===== src/rtl/polara_noc_gen_pkg.sv =====
// Shared definitions for the Polara NoC traffic generator: FSM states,
// channel select codes, fixed header fields and payload pattern units.
`ifndef NOC_DATA_WIDTH
`define NOC_DATA_WIDTH 64
`endif
`ifndef MSG_DST_X_WIDTH
`define MSG_DST_X_WIDTH 8
`endif
`ifndef MSG_DST_Y_WIDTH
`define MSG_DST_Y_WIDTH 8
`endif
`ifndef MSG_TYPE_INV_FWD
`define MSG_TYPE_INV_FWD 8'd16
`endif

package polara_noc_gen_pkg;

  typedef enum logic [2:0] {
    ST_IDLE    = 3'd0,
    ST_HEADER  = 3'd1,
    ST_PAYLOAD = 3'd2,
    ST_GAP     = 3'd3,
    ST_DONE    = 3'd4
  } gen_state_e;

  localparam logic [1:0] NOC_SEL_NONE = 2'd0;
  localparam logic [1:0] NOC_SEL_1    = 2'd1;
  localparam logic [1:0] NOC_SEL_2    = 2'd2;
  localparam logic [1:0] NOC_SEL_3    = 2'd3;

  localparam logic [13:0] HDR_CHIPID = 14'd0;
  localparam logic [3:0]  HDR_FBITS  = 4'd0;
  localparam logic [5:0]  HDR_RSVD   = 6'd0;

  // Two-bit units replicated across the flit width to form the payloads
  localparam logic [1:0] PATTERN_A_UNIT = 2'b01;
  localparam logic [1:0] PATTERN_B_UNIT = 2'b10;

endpackage


===== src/rtl/polara_noc_hdr_builder.sv =====
// Combinational NoC header assembly from the latched destination,
// effective payload length and packet tag.
module polara_noc_hdr_builder
  import polara_noc_gen_pkg::*;
#(
  parameter int DATA_WIDTH = `NOC_DATA_WIDTH
) (
  input  logic [`MSG_DST_X_WIDTH-1:0] dst_x_i,
  input  logic [`MSG_DST_Y_WIDTH-1:0] dst_y_i,
  input  logic [7:0]                  len_i,
  input  logic [7:0]                  tag_i,
  output logic [DATA_WIDTH-1:0]       hdr_o
);

  always_comb begin
    hdr_o        = '0;
    hdr_o[63:50] = HDR_CHIPID;
    hdr_o[49:42] = dst_x_i;
    hdr_o[41:34] = dst_y_i;
    hdr_o[33:30] = HDR_FBITS;
    hdr_o[29:22] = len_i;
    hdr_o[21:14] = `MSG_TYPE_INV_FWD;
    hdr_o[13:6]  = tag_i;
    hdr_o[5:0]   = HDR_RSVD;
  end

endmodule


===== src/rtl/polara_noc_traffic_gen.sv =====
// NoC stimulus generator: header + alternating A/B payload flits + idle gap
// on a selectable channel. Optional return-traffic sink: POLARA_NOC_TRAFFIC_GEN_RX_SINK_EN.
module polara_noc_traffic_gen
  import polara_noc_gen_pkg::*;
#(
  parameter int DATA_WIDTH  = `NOC_DATA_WIDTH,
  parameter int MAX_PAYLOAD = 6,
  parameter int GAP_W       = 8,
  parameter int CNT_W       = 32,
  parameter logic [DATA_WIDTH-1:0] PATTERN_A = {(DATA_WIDTH/2){PATTERN_A_UNIT}},
  parameter logic [DATA_WIDTH-1:0] PATTERN_B = {(DATA_WIDTH/2){PATTERN_B_UNIT}}
) (
  input  logic                        chipset_clk,
  input  logic                        rst_n,
  input  logic                        enable,
  input  logic [1:0]                  cfg_noc_sel,
  input  logic [`MSG_DST_X_WIDTH-1:0] cfg_dst_x,
  input  logic [`MSG_DST_Y_WIDTH-1:0] cfg_dst_y,
  input  logic [7:0]                  cfg_payload_len,
  input  logic [CNT_W-1:0]            cfg_pkt_limit,
  input  logic [GAP_W-1:0]            cfg_gap,
  output logic [DATA_WIDTH-1:0]       chipset_intf_data_noc1,
  output logic [DATA_WIDTH-1:0]       chipset_intf_data_noc2,
  output logic [DATA_WIDTH-1:0]       chipset_intf_data_noc3,
  output logic                        chipset_intf_val_noc1,
  output logic                        chipset_intf_val_noc2,
  output logic                        chipset_intf_val_noc3,
  input  logic                        chipset_intf_rdy_noc1,
  input  logic                        chipset_intf_rdy_noc2,
  input  logic                        chipset_intf_rdy_noc3,
  output logic                        busy,
  output logic                        done,
  output logic [CNT_W-1:0]            pkt_count,
  output logic [CNT_W-1:0]            flit_count
`ifdef POLARA_NOC_TRAFFIC_GEN_RX_SINK_EN
  ,
  input  logic [DATA_WIDTH-1:0]       intf_chipset_data_noc1,
  input  logic [DATA_WIDTH-1:0]       intf_chipset_data_noc2,
  input  logic [DATA_WIDTH-1:0]       intf_chipset_data_noc3,
  input  logic                        intf_chipset_val_noc1,
  input  logic                        intf_chipset_val_noc2,
  input  logic                        intf_chipset_val_noc3,
  output logic                        intf_chipset_rdy_noc1,
  output logic                        intf_chipset_rdy_noc2,
  output logic                        intf_chipset_rdy_noc3,
  output logic [CNT_W-1:0]            rx_flit_count
`endif
);

  localparam logic [7:0] MAX_LEN = 8'(MAX_PAYLOAD);

  gen_state_e                  state_q, state_d;
  logic [1:0]                  sel_q;
  logic [`MSG_DST_X_WIDTH-1:0] dst_x_q;
  logic [`MSG_DST_Y_WIDTH-1:0] dst_y_q;
  logic [7:0]                  len_q, idx_q, idx_d;
  logic [GAP_W-1:0]            gap_q, gap_cnt_q, gap_cnt_d;
  logic [CNT_W-1:0]            limit_q, pkt_q, pkt_d, flit_q, flit_d;
  logic                        latch_cfg, flit_val, rdy_sel, fire;
  logic [DATA_WIDTH-1:0]       hdr, flit_data;

  polara_noc_hdr_builder #(.DATA_WIDTH(DATA_WIDTH)) u_hdr (
    .dst_x_i (dst_x_q),
    .dst_y_i (dst_y_q),
    .len_i   (len_q),
    .tag_i   (pkt_q[7:0]),
    .hdr_o   (hdr)
  );

  assign flit_val  = (state_q == ST_HEADER) || (state_q == ST_PAYLOAD);
  assign flit_data = (state_q == ST_HEADER) ? hdr : (idx_q[0] ? PATTERN_B : PATTERN_A);
  assign fire      = flit_val && rdy_sel;

  always_comb begin
    chipset_intf_val_noc1  = 1'b0;
    chipset_intf_val_noc2  = 1'b0;
    chipset_intf_val_noc3  = 1'b0;
    chipset_intf_data_noc1 = '0;
    chipset_intf_data_noc2 = '0;
    chipset_intf_data_noc3 = '0;
    rdy_sel                = 1'b0;
    case (sel_q)
      NOC_SEL_1: begin
        chipset_intf_val_noc1  = flit_val;
        chipset_intf_data_noc1 = flit_val ? flit_data : '0;
        rdy_sel                = chipset_intf_rdy_noc1;
      end
      NOC_SEL_2: begin
        chipset_intf_val_noc2  = flit_val;
        chipset_intf_data_noc2 = flit_val ? flit_data : '0;
        rdy_sel                = chipset_intf_rdy_noc2;
      end
      NOC_SEL_3: begin
        chipset_intf_val_noc3  = flit_val;
        chipset_intf_data_noc3 = flit_val ? flit_data : '0;
        rdy_sel                = chipset_intf_rdy_noc3;
      end
      default: ;
    endcase
  end

  // Every entry into HEADER re-latches config, including back-to-back packets
  always_comb begin
    state_d   = state_q;
    idx_d     = idx_q;
    gap_cnt_d = gap_cnt_q;
    pkt_d     = pkt_q;
    flit_d    = fire ? flit_q + 1'b1 : flit_q;
    latch_cfg = 1'b0;
    case (state_q)
      ST_IDLE: begin
        if (enable && cfg_noc_sel != NOC_SEL_NONE) begin
          state_d   = ST_HEADER;
          latch_cfg = 1'b1;
        end
      end
      ST_HEADER, ST_PAYLOAD: begin
        if (fire) begin
          if ((state_q == ST_HEADER && len_q == 8'd0) ||
              (state_q == ST_PAYLOAD && idx_q == len_q - 8'd1)) begin
            pkt_d = pkt_q + 1'b1;
            if (limit_q != '0 && pkt_d == limit_q) begin
              state_d = ST_DONE;
            end else if (!enable) begin
              state_d = ST_IDLE;
            end else if (gap_q != '0) begin
              state_d   = ST_GAP;
              gap_cnt_d = gap_q - 1'b1;
            end else if (cfg_noc_sel != NOC_SEL_NONE) begin
              state_d   = ST_HEADER;
              latch_cfg = 1'b1;
            end else begin
              state_d = ST_IDLE;
            end
          end else if (state_q == ST_HEADER) begin
            state_d = ST_PAYLOAD;
            idx_d   = 8'd0;
          end else begin
            idx_d = idx_q + 8'd1;
          end
        end
      end
      ST_GAP: begin
        if (gap_cnt_q != '0) begin
          gap_cnt_d = gap_cnt_q - 1'b1;
        end else if (enable && cfg_noc_sel != NOC_SEL_NONE) begin
          state_d   = ST_HEADER;
          latch_cfg = 1'b1;
        end else begin
          state_d = ST_IDLE;
        end
      end
      ST_DONE: begin
        if (!enable) state_d = ST_IDLE;
      end
      default: state_d = ST_IDLE;
    endcase
  end

  always_ff @(posedge chipset_clk) begin
    if (!rst_n) begin
      state_q   <= ST_IDLE;
      sel_q     <= NOC_SEL_NONE;
      dst_x_q   <= '0;
      dst_y_q   <= '0;
      len_q     <= '0;
      gap_q     <= '0;
      limit_q   <= '0;
      idx_q     <= '0;
      gap_cnt_q <= '0;
      pkt_q     <= '0;
      flit_q    <= '0;
    end else begin
      state_q   <= state_d;
      idx_q     <= idx_d;
      gap_cnt_q <= gap_cnt_d;
      pkt_q     <= pkt_d;
      flit_q    <= flit_d;
      if (latch_cfg) begin
        sel_q   <= cfg_noc_sel;
        dst_x_q <= cfg_dst_x;
        dst_y_q <= cfg_dst_y;
        len_q   <= (cfg_payload_len > MAX_LEN) ? MAX_LEN : cfg_payload_len;
        gap_q   <= cfg_gap;
        limit_q <= cfg_pkt_limit;
      end
    end
  end

  assign busy       = flit_val || (state_q == ST_GAP);
  assign done       = (state_q == ST_DONE);
  assign pkt_count  = pkt_q;
  assign flit_count = flit_q;

`ifdef POLARA_NOC_TRAFFIC_GEN_RX_SINK_EN
  logic [CNT_W-1:0] rx_cnt_q;
  logic             rx_data_unused;

  // Returning traffic is always accepted and only counted
  assign intf_chipset_rdy_noc1 = 1'b1;
  assign intf_chipset_rdy_noc2 = 1'b1;
  assign intf_chipset_rdy_noc3 = 1'b1;
  assign rx_data_unused = ^{intf_chipset_data_noc1, intf_chipset_data_noc2, intf_chipset_data_noc3};

  always_ff @(posedge chipset_clk) begin
    if (!rst_n) begin
      rx_cnt_q <= '0;
    end else begin
      rx_cnt_q <= rx_cnt_q + CNT_W'(intf_chipset_val_noc1) + CNT_W'(intf_chipset_val_noc2)
                           + CNT_W'(intf_chipset_val_noc3);
    end
  end

  assign rx_flit_count = rx_cnt_q;
`endif

endmodule


===== config.mk =====
export PLATFORM = sky130hd
export DESIGN_NAME = polara_noc_traffic_gen
export DESIGN_NICKNAME = d
export VERILOG_FILES = /design/src/rtl/polara_noc_gen_pkg.sv /design/src/rtl/polara_noc_hdr_builder.sv /design/src/rtl/polara_noc_traffic_gen.sv
export SDC_FILE = /design/constraint.sdc
export NUM_CORES = 1
export LEC_CHECK = 0
export BUFFER_PORTS_ARGS = -buffer_cell sky130_fd_sc_hd__buf_2
export CAP_MARGIN = 0
export CORE_ASPECT_RATIO = 0.5
export CORE_MARGIN = 1.5
export CORE_UTILIZATION = 51
export DETAILED_ROUTE_END_ITERATION = 8
export PLACE_DENSITY_LB_ADDON = 0.05
export SLEW_MARGIN = 5
export SYNTH_ARGS = -nofsm -noshare
export SYNTH_HDL_FRONTEND = slang
export SYNTH_SLANG_ARGS = --single-unit

===== constraint.sdc =====
create_clock -name chipset_clk -period 4.24 [get_ports chipset_clk]
set_input_delay 0.848 -clock chipset_clk [delete_from_list [all_inputs] [get_ports chipset_clk]]
set_output_delay 0.848 -clock chipset_clk [all_outputs]
set_load 0.005 [all_outputs]

[Yosys cells after proc, flatten, opt, wreduce, memory -nomap -nowiden]
Cells that the tools add are included.
Storage, ports and cells
  input bits: 72
  output and inout port bits: 261
  memory bits (read-only): 0
  logic and storage cells: 98
  RAM bits: 0
  flip-flop bits (word level): 149
  latch bits: 0
  memories kept: 0
Cells by class
  add/subtract/negate cells: 6
  shift operators: 0
  equal/unequal tests: 19
  multiply operators: 0
  $lt $le $gt $ge: 1
  bitwise gates (word level): 1
  mux-type cells: 40
  reduce and logical (&&, ||, !) cells: 20
  divide/modulo/power cells: 0
Operator list (number)
  $mux 64: 6
  $add 32x1->32 const B: 2
  $mux 8: 8
  $eq 32x32->1: 1
  $reduce_bool 32->1: 1
  $sub 8x1->8 const B: 3
  $mux 3: 7
  $ne 2x2->1 const B: 9
  $pmux 8 s2: 1
  $reduce_bool 8->1: 2
  $mux 1: 13
  $pmux 3 s4: 1
  $add 8x1->8 const B: 1
  $eq 8x8->1: 1
  $gt 8x3->1 const B: 1
  $logic_not 8->1: 1
  $reduce_and 7->1: 1
  $eq 3x2->1 const B: 2
  $pmux 1 s3: 2
  $reduce_and 3->1: 2
  $logic_and 1x1->1: 5
  $reduce_and 5->1: 1
  $eq 2x2->1 const B: 2
  $mux 2: 2
  other kinds (9): 12

[Logic depth before layout (Yosys ltp)]
Gate-level depths: netlist of run 1.
  word-level depth: 8
  mapped depth: 13
  depth with buffers taken out: 11

[Modules after synthesis]
From an unflattened synthesis of run 1, not the netlist that was laid out.
Second synthesis, totals
  cell total of the unflattened synthesis: 1283
  area, all modules: 9364.0 um2
By module, submodules not included
  polara_noc_traffic_gen: seq. area each 2982.9 um2, cells each 1217, area an instance 8876.0 um2, instances 1
  polara_noc_hdr_builder: seq. area each 0.0 um2, cells each 66, area an instance 488.0 um2, instances 1

[Worst setup path before layout of run 1]
No wires, ideal clock.
  path type: reg-to-reg
  from: register pkt_q[9] (netlist: pkt_count[9])
  to: register gap_cnt_q[2]
  buffers on the path: 3
  arrival time: 3.181 ns
  period minus slack after synthesis: 3.300 ns
  data required time: 4.120 ns
  stages on the path, launching flop included: 13
  library setup time: 0.120 ns
  slack: 0.940 ns
  path through: dfxtp_1 -> clkbuf_1 -> nand4_1 -> or4_1 -> clkbuf_2 -> or3_1 -> a2111oi_0 -> and4_1 -> nand4_4 -> a31oi_4 -> buf_6 -> nor3_1 -> a211o_1
On the way
  longest elaborated chain between the ends: 5
RTL lines
  from (decl): RTL line polara_noc_traffic_gen.sv:58  | logic [CNT_W-1:0] limit_q, pkt_q, pkt_d, flit_q, flit_d;
  from (signal assigned): RTL line polara_noc_traffic_gen.sv:177  | pkt_q <= pkt_d;
  $add 32x1->32: RTL line polara_noc_traffic_gen.sv:121  | pkt_d = pkt_q + 1'b1;
  $eq 32x32->1: RTL line polara_noc_traffic_gen.sv:122  | if (limit_q != '0 && pkt_d == limit_q) begin
  $logic_and 1x1->1: RTL line polara_noc_traffic_gen.sv:122
  $ne 2x2->1 (no source line)
  $reduce_and 7->1 (no source line)
  to (signal assigned): RTL line polara_noc_traffic_gen.sv:176  | gap_cnt_q <= gap_cnt_d;
  to (decl): RTL line polara_noc_traffic_gen.sv:57  | logic [GAP_W-1:0] gap_q, gap_cnt_q, gap_cnt_d;
No other way between the ends.
A chain may end at the register's enable or synchronous reset.

[Worst setup path in the final report of run 1]
  from: register pkt_q[0] (netlist: pkt_count[0])
  to: register gap_cnt_q[3]
The elaborated chain is that of the path after synthesis.

==> results of run 1 <==
## state kept, by name, indices dropped and copies added, names as in the netlist
name and count:
gap_q 8, pkt_count 32, flit_count 32, dst_x_q 8, len_q 8, limit_q 32
idx_q 8, gap_cnt_q 8, dst_y_q 8, state_q 3, sel_q 2
## critical path: stages, from the launching register on
cell and delay, ns:
dfxtp_1 0.50, nand4_4 0.21, or4_1 0.71, or3_1 0.41, a2111oi_0 0.38, and4_1 0.29, nand4_4 0.19, a31oi_4 0.48
o211ai_1 0.17, o221a_2 0.26
## cell type report
class / count / area (um2)
fillers: 1711 / 7150
multi-input cells: 908 / 5500
flip-flops and latches: 149 / 2980
repair buffers: 346 / 1790
clock buffers: 20 / 447
well taps: 240 / 300
clock inverters: 12 / 154
inverters: 17 / 63.8
## power by group through the flow
| stage | Combinational, uW | Sequential [uW] | Clock, uW |
|---|---|---|---|
| after detailed placement | 1130 | 1680 | 0 |
| after global routing | 1270 | 1670 | 1640 |
| after CTS | 1140 | 1650 | 1580 |
| final | 1150 | 1660 | 1560 |
| after global placement | 1120 | 1680 | 0 |
| after floorplan | 906 | 1620 | 0 |
## worst max-delay path by stage
stage | slack [ns] | to | cells past startpoint
after CTS | 0.53 | gap_cnt_q[3] | 9
after global placement | 0.63 | gap_cnt_q[3] | 9
after detailed placement | 0.56 | gap_cnt_q[3] | 9
after floorplan | 0.94 | gap_cnt_q[2] | 12
final | 0.52 | gap_cnt_q[3] | 9
after global routing | 0.30 | gap_cnt_q[3] | 10
## placed cells by master, fill, tap and decap left out, types with 18 or more instances in the layout
cell	instances
or3_1	23
o21ai_0	27
xor2_1	33
dfxtp_1	149
buf_2	331
and3_1	18
xnor2_1	72
nor2_1	166
nand4_1	28
and2_1	55
mux2i_1	71
nand2_1	175
a21oi_1	37
nor3_1	22
nand3_1	19
nor4_1	22
## logic make-up (layout without fill, tap and decap cells)
group / after synthesis / count (layout) / share of synthesized area [%]
XOR/XNOR: 105 / 105 / 9.60
adder cells (fa/ha/maj): 5 / 5 / 0.653
AO/OA/AOI/OAI: 129 / 129 / 8.79
flip-flops: 149 / 149 / 31.2
AND/OR/NAND/NOR: 597 / 597 / 30.8
multiplexers: 72 / 72 / 7.54
buffers and inverters: 185 / 395 / 11.5
## routing by layer
metal	GRT usage, %	vias to the layer above	routed length, um
met4	7.57	0	412
met5	0	-	0
met2	42.7	244	12700
met3	4.91	34	1330
met1	36.8	4326	12600
li1	-	4497	-
## metrics by stage
step	total power, uW	utilization (%)	setup slack [ns]	cell area, um2	instances
after floorplan	2520	-	0.940	9580	1242
after global placement	2800	57.9	0.632	10600	1660
after detailed placement	2820	57.9	0.559	10600	1660
after CTS	4370	61.1	0.530	11200	1692
after global routing	4590	61.1	0.296	11200	1692
final	4360	61.1	0.520	11200	1692
==> impl_metrics.csv, run 1 <==
group,metric,value,unit
worst_setup_path,crit_path_start_kind,"flop",
placed_design,port-buffer-count,332,
floorplanning,die_w,197,um
timing,hold_viol_final,0,
worst_setup_path,reg2reg_slack,0.52,ns
worst_hold_path,hold_path_class,"flop to flop",
timing,tightest_slew,1.04,ns
drt,drt-pass1-iter-count,6,
finish,fin_nets,1516,
synthesis,synth_cells,1242,
worst_hold_path,min_to,"dst_y_q[7]",
timing,clock_skew,0.0104,ns
clock_tree,cts_root_buf,"clkbuf_16",
synthesis,synth_top_area_share,31.2,%
drt,drc,0,
clock_tree,holdBufCountCts,0,
synthesis,yosys.area.top_type,"dfxtp_1",
clock_tree,numCtsBuffers,17,
floorplanning,rows,35,
synthesis,synth_most_common_cell,"nand2_1",
finish,final_layout_size_suffix_gt1_share,26.8,%
timing,fmax,269,MHz
run_status,outcome,"complete, no violations",
floorplanning,core,18400,um2
worst_setup_path,rr_worst_depth,9,
floorplanning,start_util,52.1,%
finish,n_antenna_cell,0,
drt,via_per_inst,5.38,
worst_setup_path,cp-end-kind,"flop",
synthesis,yosys_most_used_dff,"dfxtp_1",
worst_setup_path,critPathLaunch,"pkt_count[0]",
synthesis,ys_async_sr_fraction,0,%
clock_tree,clkTransAtPathRegs,0.06,ns
power_and_ir_drop,p_per_area,388,nW/um2
power_and_ir_drop,power_frac_seq,38.0,%
synthesis,synth_area_leaders,"dfxtp_1 31%, buf_4 7.5%, mux2i_1 7.4%, nand2_1 6.9%, xnor2_1 6.6%",
clock_tree,cts_resized,0,
timing,final.min_clock_period,3.72,ns
power_and_ir_drop,power_leakage,0.00530,uW
grt,grt_usage,26.6,%
clock_tree,cts_max_level,4,
worst_setup_path,reg2reg_to,"gap_cnt_q[3]",
power_and_ir_drop,power.switching,1440,uW
power_and_ir_drop,vdd_drop_max,0.316,mV
clock_tree,cts_tree,"yes",
timing,grt_setup_unrepaired,"false",
synthesis,ys_seq_area_share,31.2,%
clock_tree,cts_sinks,149,
synthesis,ys_ff_latch,149,
floorplanning,ios,333,
synthesis,ys_warn_count,0,
synthesis,synth_nets,1319,
power_and_ir_drop,pwr-share-clk,35.8,%
synthesis,synth_area,9580,um2
power_and_ir_drop,internal_power,2920,uW
finish,syn_to_final_growth,17.4,%
grt,gr-total-overflow,0,
grt,grt_max_degree,87,
timing,setup-tns-final,0,ns
drt,ant_nets,0,
worst_setup_path,cp.arrival,4.04,ns
grt,grt_pass1_wl,41900,um
synthesis,synth_common_cells,"175 x nand2_1, 167 x nor2_1, 149 x dfxtp_1, 96 x buf_4, 72 x xnor2_1",
power_and_ir_drop,power.share.switching,33.0,%
drt,vias,9101,
clock_tree,clock_path_buffers,2,
worst_hold_path,holdCritStartpoint,"dst_y_q[7]",
synthesis,ys_types,64,
job,maxCapViolations,0,
drt,routedWlPerCell,16.0,um
worst_setup_path,timing.rr.start,"pkt_count[0]",
timing,hold_ws,0.464,ns
power_and_ir_drop,combPwrFrac,26.3,%
synthesis,synth.avg_cell_area,7.71,um2
drt,drtIter0Drc,592,
clock_tree,post_cts_buffers,0,
synthesis,synth_edf_count,0,
timing,finalCritPeriodShare,87.7,%
worst_hold_path,min_path_cells,2,
grt,grt_pass1_vias,8012,
timing,maxSlewHeadroom,30.7,%
worst_setup_path,cp.required,4.56,ns
grt,antenna_found_initial,0,
floorplanning,die-height,99.9,um
timing,setup_viol,0,
placed_design,gp_congestion,0.889,
clock_tree,clock_latency,0.43,ns
floorplanning,die-area,19700,um2
worst_setup_path,critPathKind,"flop to flop",
placed_design,dp_hpwl,20300,um
timing,drv_slew,0,
worst_setup_path,crit_fanout,17,
drt,wl,27000,um
(Power assumes the default switching activity.)
==> run 2: changes to the inputs <==
- CORE_UTILIZATION: 51 -> 40
- clock period: 4.24 -> 3.2 ns (I/O delays scaled with it)
==> impl_metrics.csv, run 2 (same netlist as run 1, synthesis figures left out) <==
group,metric,value,unit
drt,via_per_inst,5.09,
timing,clock_skew,0.00665,ns
floorplanning,start_util,41.4,%
timing,hold_viol_final,0,
worst_hold_path,hold_path_class,"input port to flop",
grt,gr-total-overflow,0,
power_and_ir_drop,power.share.switching,33.9,%
clock_tree,clock_latency,0.43,ns
worst_setup_path,cp.required,3.52,ns
clock_tree,cts_max_level,4,
drt,wl,29700,um
grt,antenna_found_initial,0,
clock_tree,cts_tree,"yes",
grt,grt_pass1_vias,8557,
placed_design,port-buffer-count,332,
finish,fin_nets,1596,
timing,tightest_slew,0.731,ns
placed_design,dp_hpwl,22200,um
power_and_ir_drop,pwr-share-clk,29.9,%
clock_tree,clkTransAtPathRegs,0.06,ns
clock_tree,numCtsBuffers,17,
finish,final_layout_size_suffix_gt1_share,32.3,%
power_and_ir_drop,combPwrFrac,32.7,%
floorplanning,rows,39,
power_and_ir_drop,vdd_drop_max,0.256,mV
worst_setup_path,crit_path_start_kind,"flop",
worst_setup_path,critPathKind,"flop to flop",
job,maxCapViolations,0,
finish,syn_to_final_growth,26.1,%
finish,finalInstanceArea,12100,um2
placed_design,place_area,11300,um2
power_and_ir_drop,p_per_area,479,nW/um2
finish,layout_commonest_cell,"buf_2",
timing,fmax,320,MHz
timing,drv_slew,0,
clock_tree,holdBufCountCts,0,
drt,drc,0,
finish,n_fill_cell,2257,
power_and_ir_drop,power_frac_seq,37.4,%
finish,final_cell_mix,"331 x buf_2, 174 x nand2_1, 166 x nor2_1",
timing,finalCritPeriodShare,97.7,%
drt,drt-pass1-iter-count,5,
floorplanning,die-height,112,um
grt,grt_max_degree,104,
worst_setup_path,cp.arrival,3.45,ns
drt,routedWlPerCell,16.2,um
placed_design,gp_congestion,0.899,
finish,fin_cells,1834,
floorplanning,die-area,24900,um2
clock_tree,clock_path_buffers,2,
finish,n_antenna_cell,0,
placed_design,dpl.cell_count,1795,
power_and_ir_drop,power.switching,1960,uW
run_status,outcome,"complete, no violations",
timing,maxSlewHeadroom,50.9,%
timing,final.min_clock_period,3.13,ns
clock_tree,cts_sinks,149,
floorplanning,die_w,222,um
floorplanning,ios,333,
timing,grt_setup_unrepaired,"true",
grt,grt_pass1_wl,44700,um
timing,setup_viol,0,
worst_setup_path,cp-end-kind,"flop",
timing,hold_ws,0.445,ns
power_and_ir_drop,internal_power,3820,uW
drt,drtIter0Drc,500,
drt,ant_nets,0,
timing,setup-tns-final,0,ns
power_and_ir_drop,power_leakage,0.00574,uW
grt,grt_usage,22.6,%
worst_setup_path,crit_fanout,11,
drt,vias,9332,
clock_tree,cts_root_buf,"clkbuf_16",
floorplanning,core,23100,um2
power_and_ir_drop,p_total,5780,uW
==> run 2: path summary, 6_finish.rpt <==
kind,start,endpoint,slack [ns],cells past startpoint
min,cfg_pkt_limit[14],limit_q[14],0.45,3
max,pkt_count[2],limit_q[18],0.07,11
max reg2reg,pkt_count[2],limit_q[18],0.07,11
min reg2reg,dst_y_q[3],dst_y_q[3],0.46,2
==> run 2: power by group through the flow <==
stage / clock, uW / sequential [uW] / combinational, uW
after floorplan: 0 / 2140 / 1200
after global placement: 0 / 2210 / 1640
after detailed placement: 0 / 2200 / 1660
after CTS: 1770 / 2170 / 1670
after global routing: 1850 / 2180 / 2070
final: 1730 / 2160 / 1890
==> run 2: critical path, stage by stage, from the launching register on <==
cell and delay (ns):
dfxtp_2 0.35, nand4_4 0.12, or4_4 0.56, or3_4 0.39, a2111oi_4 0.28, and4_4 0.28
nand4_4 0.24, a21oi_4 0.24, nor2_4 0.06, buf_12 0.16, buf_16 0.16, mux2i_2 0.14
==> run 2: stage by stage <==
step | util [%] | setup WS (ns)
after floorplan | - | 0.00167
after global placement | 48.7 | 0.00522
after detailed placement | 48.7 | -0.0580
after CTS | 50.8 | 0.00699
after global routing | 52.2 | -0.0162
final | 52.2 | 0.0725
==> run 2: cell type report <==
class | instances | area, um2 | share of cell area (%)
multi-input cells | 909 | 5630 | 46.6
flip-flops and latches | 149 | 3000 | 24.8
well taps | 307 | 384 | 3.18
clock buffers | 19 | 443 | 3.67
inverters | 17 | 63.8 | 0.529
clock inverters | 8 | 40.0 | 0.332
repair buffers | 425 | 2520 | 20.8
==> run 2: metal layers <==
metal | GRT usage [%] | wire length, um | vias to the layer above
met1 | 29.5 | 14000 | 4396
met2 | 37.5 | 14100 | 239
met3 | 4.90 | 1270 | 33
met4 | 6.76 | 341 | 0
met5 | 0 | 0 | -
li1 | - | - | 4664
==> run 2: repair_timing <==
| item | 4_1_cts | 5_1_grt |
|---|---|---|
| resized for setup | 2 | 37 |
| pin swaps | 2 | 12 |
| gates cloned | 0 | 7 |
| buffers inserted | 1 | 4 |
| endpoints found under the setup margin | 44 | 87 |
==> run 3: changes to the inputs <==
- CORE_ASPECT_RATIO: 0.5 -> 1.75
==> impl_metrics.csv, run 3 (same netlist as run 1, synthesis figures left out) <==
group,metric,value,unit
finish,syn_to_final_growth,23.1,%
timing,final.min_clock_period,3.08,ns
drt,routedWlPerCell,16.1,um
timing,hold_viol_final,0,
worst_setup_path,path_delay_family,"simple AND/OR/NAND/NOR gates",
floorplanning,die-area,24900,um2
finish,finalInstanceArea,11800,um2
floorplanning,rows,74,
drt,drtIter0Drc,346,
grt,gr-total-overflow,0,
power_and_ir_drop,p_per_area,486,nW/um2
drt,vias,9243,
timing,drv_slew,0,
power_and_ir_drop,vdd_drop_max,0.388,mV
placed_design,gp_congestion,0.881,
placed_design,port-buffer-count,332,
worst_setup_path,cp.arrival,3.39,ns
grt,grt_pass1_vias,8539,
timing,tightest_slew,0.706,ns
timing,clock_skew,0.00965,ns
floorplanning,start_util,40.9,%
clock_tree,cts_sinks,149,
grt,antenna_found_initial,0,
worst_setup_path,cp-end-kind,"flop",
floorplanning,die-height,208,um
finish,n_antenna_cell,0,
drt,via_per_inst,5.10,
grt,grt_usage,22.9,%
clock_tree,holdBufCountCts,0,
run_status,outcome,"complete, no violations",
drt,ant_nets,0,
drt,wl,29200,um
worst_setup_path,crit_fanout,17,
clock_tree,clock_latency,0.42,ns
worst_hold_path,hold_path_class,"input port to flop",
clock_tree,cts_tree,"yes",
finish,final_cell_mix,"331 x buf_2, 175 x nand2_1, 165 x nor2_1",
worst_setup_path,cp.required,3.52,ns
placed_design,place_area,11200,um2
clock_tree,cts_root_buf,"clkbuf_16",
drt,drt-pass1-iter-count,5,
floorplanning,core,23400,um2
worst_setup_path,cp_common_cell,"buf_4",
worst_setup_path,critPathKind,"flop to flop",
finish,fin_nets,1577,
clock_tree,clock_path_buffers,2,
clock_tree,clkTransAtPathRegs,0.06,ns
timing,fmax,325,MHz
timing,maxSlewHeadroom,52.9,%
finish,layout_commonest_cell,"buf_2",
worst_setup_path,crit_slowest_cell,"or3_1",
finish,fin_cells,1812,
timing,finalCritPeriodShare,96.2,%
finish,final_layout_size_suffix_gt1_share,30.1,%
clock_tree,post_cts_buffers,0,
clock_tree,numCtsBuffers,17,
grt,grt_max_degree,73,
grt,grt_pass1_wl,45400,um
floorplanning,die_w,120,um
power_and_ir_drop,power_leakage,0.00561,uW
placed_design,dp_hpwl,23100,um
timing,grt_setup_unrepaired,"false",
worst_setup_path,crit_path_start_kind,"flop",
clock_tree,cts_max_level,4,
drt,drc,0,
worst_setup_path,cp.buffers_inverters,3,
placed_design,dpl.cell_count,1785,
worst_setup_path,path_cells,"buf_4, ha_1, and3_1, nand4_1, or3_1, o2bb2ai_1, nor4_1, buf_4, nand4_4, a31oi_4, buf_12, o211ai_1, o221a_2",
timing,setup-tns-final,0,ns
timing,setup_viol,0,
job,maxCapViolations,0,
worst_setup_path,slowest_delay,0.40,ns
floorplanning,ios,333,
run 3: cell types whose count changed in the layout (fill, tap and decap cells not counted), sizes merged:
cell	before	now
a31oi	9	8
buf	421	407
bufinv	0	1
clkinv	8	1
clkinvlp	0	2
run 3: path summary, 6_finish.rpt:
check / slack (ns) / end / cells after the start / startpoint
hold / removal: 0.46 / dst_x_q[4] / 3 / cfg_dst_x[4]
setup reg to reg: 0.12 / gap_cnt_q[3] / 13 / pkt_count[1]
setup / recovery: 0.12 / gap_cnt_q[3] / 13 / pkt_count[1]
hold reg to reg: 0.46 / dst_x_q[4] / 2 / dst_x_q[4]
run 3: what timing repair did:
item / in CTS / in global routing
gates resized for setup: 1 / 7
endpoints found under the setup margin: 3 / 87
pin swaps: 0 / 2
run 3: layout make-up:
class	count	area [um2]
fillers	2364	11600
repair buffers	407	2280
well taps	304	380
clock buffers	23	488
inverters	17	63.8
clock inverters	4	50.0
flip-flops and latches	149	2990
multi-input cells	908	5540
run 3: layer usage:
metal	GRT usage [%]	vias to the layer above	share of wire (%)
met1	24.3	4283	38
met3	3.68	40	4.5
met5	0	-	0
met4	7.55	0	2.3
met2	44.7	306	55
li1	-	4614	-
run 3: per-stage QoR:
step / setup slack (ns) / power (uW) / hold slack [ns] / utilization (%)
floorplan: 0.00167 / 3340 / 0.435 / -
detailed placement: 0.000813 / 3900 / 0.447 / 47.9
global route: 0.00189 / 6070 / 0.453 / 50.3
global placement: 0.0763 / 3890 / 0.443 / 47.9
finish: 0.123 / 5740 / 0.457 / 50.3
CTS: 0.0251 / 5800 / 0.439 / 50.2
run 3: worst min-delay path, delay by kind of cell:
| family | cells | cell delay, ns |
|---|---|---|
| muxes | 1 | 0.05 |
| and+or+nand+nor | 1 | 0.04 |
| buffers and inverters | 1 | 0.10 |
run 3: power breakdown:
group | switching (uW) | total, uW | internal, uW
sequential | 159 | 2160 | 2010
combinational | 989 | 1690 | 702
clock | 752 | 1880 | 1130
total | 1900 | 5740 | 3840
